$ cat src/rtl/decoder_seq.sv
// decoder_seq: one-hot decoder over a position register with load, manual step and timed auto advance.
module decoder_seq #(
  parameter int W     = 2,
  parameter int DWELL = 4
) (
  input  logic               clock,
  input  logic               reset_n,
  input  logic [W-1:0]       in,
  input  logic               enable,
  input  logic               load,
  input  logic               clear,
  input  logic               step,
  input  logic               auto_en,
  input  logic               dir,
  output logic [(1<<W)-1:0]  out,
  output logic [W-1:0]       pos,
  output logic               active,
  output logic               wrap
);
  localparam int N = 1 << W;
  localparam logic [N-1:0] ONE = N'(1);
  localparam logic [7:0] DWELL_LAST = 8'(DWELL - 1);
  logic [W-1:0] pos_q, pos_d;
  logic         active_q, active_d;
  logic         wrap_q, wrap_d;
  logic [7:0]   cnt_q, cnt_d;
  logic         run, adv;
  // Manual mode keeps the dwell counter at zero, so entering auto mode always starts a fresh dwell.
  always_comb begin
    run      = active_q && !clear && !load;
    adv      = run && (auto_en ? cnt_q == DWELL_LAST : step);
    pos_d    = (load && !clear) ? in : adv ? (dir ? pos_q - 1'b1 : pos_q + 1'b1) : pos_q;
    active_d = clear ? 1'b0 : load ? 1'b1 : active_q;
    cnt_d    = (run && auto_en && !adv) ? cnt_q + 8'd1 : 8'd0;
    wrap_d   = adv && (dir ? pos_q == '0 : pos_q == '1);
  end
  always_ff @(posedge clock or negedge reset_n) begin
    if (!reset_n) begin
      pos_q    <= '0;
      active_q <= 1'b0;
      wrap_q   <= 1'b0;
      cnt_q    <= 8'd0;
    end else begin
      pos_q    <= pos_d;
      active_q <= active_d;
      wrap_q   <= wrap_d;
      cnt_q    <= cnt_d;
    end
  end
  assign out    = (active_q && enable) ? ONE << pos_q : '0;
  assign pos    = pos_q;
  assign active = active_q;
  assign wrap   = wrap_q;
endmodule

$ cat config.mk
export PLATFORM = sky130hd
export DESIGN_NAME = decoder_seq
export DESIGN_NICKNAME = d
export VERILOG_FILES = /design/src/rtl/decoder_seq.sv
export SDC_FILE = /design/constraint.sdc
export NUM_CORES = 1
export LEC_CHECK = 0
export CAP_MARGIN = 20
export CORE_AREA = 5 5 46 48
export DETAILED_ROUTE_END_ITERATION = 8
export DIE_AREA = 0 0 51 53
export GPL_ROUTABILITY_DRIVEN = 0
export GPL_TIMING_DRIVEN = 0
export PLACE_DENSITY = 0.75
export SYNTH_ARGS = -nofsm -noshare
export SYNTH_HDL_FRONTEND = slang
export SYNTH_SLANG_ARGS = --single-unit
$ cat constraint.sdc
create_clock -name clock -period 1.7 [get_ports clock]
set_input_delay 0.34 -clock clock [delete_from_list [all_inputs] [get_ports clock]]
set_output_delay 0.34 -clock clock [all_outputs]
set_load 0.02 [all_outputs]
==> flow_summary.json, run 1 <==
{
  "hpwlAfterDp_um": 971,
  "post-route-min-period_ns": 1.84,
  "initial_core_util_pct": 37.2,
  "antenna_found_initial": 0,
  "cts_root_buf": "clkbuf_4",
  "yosys-top-cells-area": "dfrtp_1, nor2_1, xnor2_1",
  "grt_overflow": 0,
  "fin_area_um2": 916,
  "synth_area_leader_cell": "dfrtp_1",
  "async_flop_share_pct": 100,
  "fmax_mhz": 543,
  "yosys_register_bits": 12,
  "p_per_area_nw_per_um2": 711,
  "crit_family": "simple AND/OR/NAND/NOR gates",
  "irDropWorstVdd_mv": 0.307,
  "ys_warn_count": 0,
  "syn_nets": 78,
  "viasPerCell": 5.26,
  "track_usage_pct": 12.6,
  "cts.sinks": 12,
  "layout_commonest_cell": "nor2_1",
  "routed_wl_mm": 1.43,
  "worst_slack_ns": -0.141,
  "p_leak_nw": 0.404,
  "hp-class": "in2async",
  "tightest_slew_ns": 0.517,
  "die_x_um": 51,
  "drtPass1Iterations": 5,
  "cts_tree": "done",
  "syn_to_final_growth_pct": 47.6,
  "dpl_cell_area_um2": 832,
  "maxSlewHeadroom_pct": 65.4,
  "required_ns": 1.90,
  "insertion_delay_ns": 0.27,
  "final_cell_mix": "nor2_1, clkdlybuf4s50_1, dfrtp_1",
  "grt_max_degree": 13,
  "finalNonFillerCells": 110,
  "skew_ns": 0.00365,
  "synth_edf_count": 0,
  "ioPinCount": 18,
  "cp.arrival_ns": 2.04,
  "period_share_pct": 108,
  "cp_cell_sequence": "ha_2, or4b_4, a2bb2oi_4, or4_1, a31oi_1",
  "via_count": 579,
  "synth_top_area_share_pct": 48.4,
  "num_rows": 15,
  "antenna_cells": 0,
  "violations": "setup timing",
  "dieArea_um2": 2700,
  "die_h_um": 53,
  "cp_slowest_stage_delay_ns": 0.50,
  "netlist_area_um2": 621,
  "syn_area_per_cell_um2": 9.26,
  "cts_hold_buffers": 0,
  "crit_type": "reg2reg",
  "worst_path_max_delay_cell": "or4b_4",
  "syn_inst": 67,
  "drt_iter0_markers": 8,
  "path_max_fanout": 4,
  "drt-wirelength-per-cell_um": 13.0,
  "yosysUniqueCellTypes": 23,
  "crit_path_end_kind": "flip-flop",
  "grt_pass1_vias": 586,
  "cap_viol_max_count": 0,
  "ctsLongestPathBuffers": 2,
  "finalSetupViolations": 4,
  "final_nets": 105,
  "grt_pass1_wl_mm": 2.50,
  "core_um2": 1670,
  "tns_ns": -0.225,
  "cp_num_buf_inv": 0,
  "placed_cells_incl_taps": 101,
  "drc": 0,
  "critical_path.startpoint_type": "flip-flop",
  "synthFlopType": "dfrtp_1",
  "drive_above_1_share_pct": 23.7,
  "rsz0062_at_grt": "true",
  "h-tree-depth": 1,
  "maxSlewViolCount": 0,
  "port-buffer-count": 17,
  "finalHoldViolations": 0,
  "yosysSeqAreaShare_pct": 48.4,
  "postRouteAntennaNets": 0,
  "clk_pin_slew_ns": 0.08,
  "numCtsBuffers": 3,
  "status": "complete, but fails checks"
}
-- logic make-up after synthesis --
logic type	after synthesis	share of synthesized area, %
flops	12	48.4
simple gates	35	27.8
buf+inv	5	3.02
xor+xnor	7	9.88
fa+ha+maj	1	2.02
compound gates	7	8.87
-- power breakdown --
part / leakage [nW] / switching (W) / internal (W)
clock: 0.0210 / 0.0000989 / 0.000130
combinational: 0.226 / 0.0000583 / 0.0000595
sequential: 0.157 / 0.0000105 / 0.000294
total: 0.404 / 0.000168 / 0.000484
-- registers in the layout (all words and copies together), names as in the netlist --
name    flops
pos         2
active      1
cnt_q       8
wrap        1
-- repair_timing --
item | 4_1_cts | 5_1_grt
cloned | 0 | 0
gates resized for setup | 17 | 8
setup buffers | 4 | 1
setup endpoints to repair | 15 | 15
pin swaps | 3 | 2
-- area by class of cell --
| class | count | area [um^2] |
|---|---|---|
| fill | 162 | 754 |
| multi-input combinational | 50 | 339 |
| sequential | 12 | 303 |
| timing repair buffer | 22 | 196 |
| clock buffer | 4 | 36.3 |
| tap | 17 | 21.3 |
| inverter | 3 | 11.3 |
| buffer | 2 | 8.76 |
-- Yosys cell counts (all sizes together), types with 2 or more instances --
library cell,n
a31oi,2
clkbuf,2
dfrtp,12
inv,3
nand2,5
nand3,3
nor2,16
nor3,4
or4b,2
xnor2,5
xor2,2
-- layer usage --
layer  wire (um)  track usage, %
met3         114            6.20
met4          12            4.04
met1         573            13.3
met5           0               0
met2         725            21.7
-- worst paths after layout --
path                                from       end  slack (ns)  cells after the start
worst min register to register  cnt_q[0]  cnt_q[0]        0.55                      2
worst max register to register  cnt_q[1]    pos[1]       -0.14                      5
worst max-delay path            cnt_q[1]    pos[1]       -0.14                      5
max in group asynchronous        reset_n  cnt_q[5]        0.92                      1
min in group clock              cnt_q[0]  cnt_q[0]        0.55                      2
worst min-delay path             reset_n  cnt_q[1]        0.40                      1
-- per-stage QoR --
step	total power [W]	setup slack, ns	hold WS (ns)	utilization, %
after floorplan	0.000367	-0.0618	0.0444	-
after global placement	0.000426	-0.402	0.450	49.8
after detailed placement	0.000427	-0.440	0.467	49.8
after CTS	0.000666	-0.118	0.418	54.6
after global routing	0.000691	-0.180	0.441	54.8
final	0.000652	-0.141	0.402	54.8
(Power assumes the default switching activity.)
==> inputs of run 2 (changes only) <==
Settings changed: TNS_END_PERCENT set to 30.
==> flow_summary.json, run 2 (synthesized netlist as in run 1, its figures left out) <==
{
  "required_ns": 1.90,
  "final_nets": 104,
  "cts_root_buf": "clkbuf_4",
  "hpwlAfterDp_um": 971,
  "grt_pass1_vias": 583,
  "cp_slowest_stage_delay_ns": 0.51,
  "rsz0062_at_grt": "true",
  "via_count": 566,
  "final_cell_mix": "nor2_1, clkdlybuf4s50_1, dfrtp_1",
  "core_um2": 1670,
  "dpl_cell_area_um2": 832,
  "crit_type": "reg2reg",
  "cp.arrival_ns": 2.03,
  "maxSlewViolCount": 0,
  "finalHoldViolations": 0,
  "path_max_fanout": 5,
  "critical_path.startpoint_type": "flip-flop",
  "tns_ns": -0.253,
  "die_h_um": 53,
  "grt_max_degree": 13,
  "layout_commonest_cell": "nor2_1",
  "holdWs_ns": 0.407,
  "grt_overflow": 0,
  "place_ws_ns": -0.440,
  "die_x_um": 51,
  "drc": 0,
  "finalSetupViolations": 7,
  "irDropWorstVdd_mv": 0.314,
  "violations": "setup timing",
  "cts_tree": "done",
  "ioPinCount": 18,
  "fin_util_pct": 54.7,
  "worst_slack_ns": -0.127,
  "viasPerCell": 5.19,
  "cp_cell_sequence": "ha_2, or4b_4, a2bb2oi_4, or4_1, a31oi_1",
  "insertion_delay_ns": 0.27,
  "skew_ns": 0.000467,
  "largest_reg_flops": 8,
  "regMostFlops": "cnt_q",
  "p_leak_nw": 0.392,
  "antenna_cells": 0,
  "initial_core_util_pct": 37.2,
  "numCtsBuffers": 3,
  "status": "complete, but fails checks",
  "dieArea_um2": 2700,
  "drtPass1Iterations": 4,
  "worst_path_max_delay_cell": "or4b_4",
  "syn_to_final_growth_pct": 47.2,
  "drt-wirelength-per-cell_um": 12.8,
  "antenna_found_initial": 0,
  "hp-class": "in2async",
  "cap_viol_max_count": 0,
  "tightest_slew_ns": 0.518,
  "track_usage_pct": 12.4,
  "drive_above_1_share_pct": 23.9,
  "routed_wl_mm": 1.39,
  "postRouteAntennaNets": 0,
  "ctsLongestPathBuffers": 2,
  "fillers": 159,
  "maxSlewHeadroom_pct": 65.4,
  "fin_area_um2": 913,
  "port-buffer-count": 17,
  "cts.sinks": 12,
  "h-tree-depth": 1,
  "post-route-min-period_ns": 1.83,
  "fmax_mhz": 547,
  "p_per_area_nw_per_um2": 708,
  "period_share_pct": 107,
  "clk_pin_slew_ns": 0.07,
  "crit_path_end_kind": "flip-flop",
  "num_rows": 15,
  "drt_iter0_markers": 8,
  "grt_pass1_wl_mm": 2.49
}
-- run 2: cell count changes in the layout (fill, tap and decap cells not counted) --
cell and change:
buf_4 -1, nor2_4 +1, clkdlybuf4s50_1 +1, nor2_1 -1
dlymetal6s2s_1 -1
-- run 2: worst max-delay path, delay by kind of cell, from the launching register on --
kind | cells | cell delay [ns]
AOI/OAI and AO/OA | 2 | 0.31
adders and majority gates | 1 | 0.18
DFF | 1 | 0.37
and+or+nand+nor | 2 | 0.90
-- run 2: final cells by class --
type	instances	area, um^2	share of cell area [%]
inverters	3	11.3	1.23
flip-flops and latches	12	303	33.2
plain buffers	2	8.76	0.959
repair buffers	21	186	20.4
multi-input cells	50	347	37.9
clock buffers	4	36.3	3.97
well taps	17	21.3	2.33
-- run 2: worst paths after layout --
| path | start | slack (ns) | cells past startpoint | to |
|---|---|---|---|---|
| hold / removal | reset_n | 0.41 | 1 | cnt_q[0] |
| min in group clock | cnt_q[0] | 0.55 | 2 | cnt_q[0] |
| max in group asynchronous | reset_n | 0.92 | 1 | cnt_q[5] |
| setup reg to reg | cnt_q[1] | -0.13 | 5 | pos[1] |
| setup / recovery | cnt_q[1] | -0.13 | 5 | pos[1] |
| hold reg to reg | cnt_q[0] | 0.55 | 2 | cnt_q[0] |
-- run 2: routing by layer --
| metal | global-route usage (%) | share of wire, % | vias to the layer above |
|---|---|---|---|
| li1 | - | - | 277 |
| met1 | 13.0 | 41 | 268 |
| met2 | 21.7 | 50 | 19 |
| met3 | 6.20 | 8.0 | 2 |
| met4 | 4.04 | 0.86 | 0 |
| met5 | 0 | 0 | - |
-- run 2: timing repair --
item | in CTS | in global routing
hold buffers | 0 | 0
setup endpoints to repair | 15 | 15
gates resized for setup | 17 | 9
buffers inserted | 3 | 1
pin swaps | 2 | 4
-- run 2: power by group --
part           leakage [nW]  internal (W)  switching (W)
clock network        0.0210      0.000130      0.0000950
logic                 0.214     0.0000588      0.0000582
registers             0.157      0.000294      0.0000107
-- run 2: through the flow --
step / total power [W] / std cells
floorplan: 0.000367 / 67
global placement: 0.000426 / 101
detailed placement: 0.000427 / 101
CTS: 0.000664 / 108
global route: 0.000690 / 109
finish: 0.000647 / 109
==> inputs of run 3 (changes only) <==
Settings changed: CORE_AREA 5 5 46 48 to 5 5 44 46, DIE_AREA 0 0 51 53 to 0 0 49 51, GPL_TIMING_DRIVEN 0 to not set, PLACE_DENSITY 0.75 to 0.78.
Clock period 1.7 ns to 2 ns, I/O delays scaled along.
==> flow_summary.json, run 3 (synthesized netlist as in run 1, its figures left out) <==
{
  "fmax_mhz": 521,
  "drtPass1Iterations": 4,
  "rsz0062_at_grt": "false",
  "layout_commonest_cell": "nor2_1",
  "p_leak_nw": 0.384,
  "placed_cells_incl_taps": 102,
  "port-buffer-count": 17,
  "via_count": 543,
  "maxSlewHeadroom_pct": 62.9,
  "crit_type": "reg2reg",
  "largest_reg_flops": 8,
  "drc": 0,
  "syn_to_final_growth_pct": 42.5,
  "postRouteAntennaNets": 0,
  "critical_path.startpoint_type": "flip-flop",
  "grt_pass1_wl_mm": 2.34,
  "numCtsBuffers": 3,
  "ctsLongestPathBuffers": 2,
  "hp-class": "in2async",
  "finalHoldViolations": 0,
  "die_h_um": 51,
  "cp.arrival_ns": 2.11,
  "routed_wl_mm": 1.38,
  "finalNonFillerCells": 107,
  "fin_area_um2": 885,
  "final_cell_mix": "nor2_1, clkdlybuf4s50_1, dfrtp_1",
  "drt_iter0_markers": 3,
  "final_nets": 103,
  "crit_path_end_kind": "flip-flop",
  "cts_root_buf": "clkbuf_4",
  "holdWs_ns": 0.487,
  "grt-busiest-layer": "met2",
  "place_ws_ns": -0.195,
  "track_usage_pct": 11.6,
  "post-route-min-period_ns": 1.92,
  "tightest_slew_ns": 0.555,
  "num_rows": 14,
  "dpl_cell_area_um2": 833,
  "fin_util_pct": 60.1,
  "period_share_pct": 95.9,
  "grt_overflow": 0,
  "cts.sinks": 12,
  "regMostFlops": "cnt_q",
  "worst_slack_ns": 0.0812,
  "required_ns": 2.19,
  "antenna_cells": 0,
  "die_x_um": 49,
  "grt_pass1_vias": 548,
  "ioPinCount": 18,
  "skew_ns": 0.00231,
  "p_per_area_nw_per_um2": 622,
  "insertion_delay_ns": 0.27,
  "viasPerCell": 5.07,
  "core_um2": 1470,
  "use_met3_pct": 4.65,
  "grt_util_met2_pct": 20.9,
  "cap_viol_max_count": 0,
  "h-tree-depth": 1,
  "cts_tree": "done",
  "hpwlAfterDp_mm": 1.04,
  "irDropWorstVdd_mv": 0.354,
  "path_max_fanout": 3,
  "status": "finished clean",
  "antenna_found_initial": 0,
  "drt-wirelength-per-cell_um": 12.9,
  "dieArea_um2": 2500,
  "clk_pin_slew_ns": 0.08,
  "finalSetupViolations": 0,
  "grt_max_degree": 13,
  "cts_hold_buffers": 0,
  "maxSlewViolCount": 0,
  "grtUsageMet1_pct": 12.7,
  "drive_above_1_share_pct": 13.2,
  "initial_core_util_pct": 42.2
}
-- run 3: where the power goes --
part           switching (W)  internal (W)  leakage (nW)  total (W)
clock network      0.0000799      0.000110        0.0210   0.000190
registers          0.0000109      0.000250         0.160   0.000261
logic              0.0000482     0.0000511         0.203  0.0000993
-- run 3: final timing paths --
path	slack (ns)	cells past startpoint	start	end
min in group clock	0.57	2	cnt_q[7]	cnt_q[7]
max in group asynchronous	1.15	1	reset_n	cnt_q[0]
worst min-delay path	0.49	1	reset_n	pos[0]
worst min register to register	0.57	2	cnt_q[7]	cnt_q[7]
worst max-delay path	0.08	5	cnt_q[0]	pos[1]
worst max register to register	0.08	5	cnt_q[0]	pos[1]
-- run 3: critical path: stages (launching register included) --
cell       delay (ns)
dfrtp_1          0.42
ha_4             0.16
or4b_4           0.47
a2bb2oi_1        0.16
or4_1            0.47
a31oi_1          0.17
-- run 3: area by class of cell --
type                    instances  area [um^2]
inverters                       3         11.3
flip-flops and latches         12          300
clock buffers                   4         36.3
well taps                      16         20.0
multi-input cells              50          314
repair buffers                 22          203
fillers                       144          587
-- run 3: per-layer routing --
layer	routed length, um	vias up
li1	-	275
met1	586	248
met2	683	20
met3	111	0
met4	0	0
met5	0	-
-- run 3: what timing repair did --
item                                    in CTS  in global routing
pin swaps                                    0                  1
endpoints found under the setup margin       4                  2
buffers inserted                             0                  1
endpoints found under the hold margin        0                  0
gates resized for setup                      4                  2
-- run 3: stage by stage --
| stage | power, W | setup TNS, ns |
|---|---|---|
| floorplan | 0.000309 | 0 |
| global placement | 0.000364 | -0.560 |
| detailed placement | 0.000367 | -0.817 |
| CTS | 0.000558 | 0 |
| global route | 0.000585 | 0 |
| finish | 0.000551 | 0 |
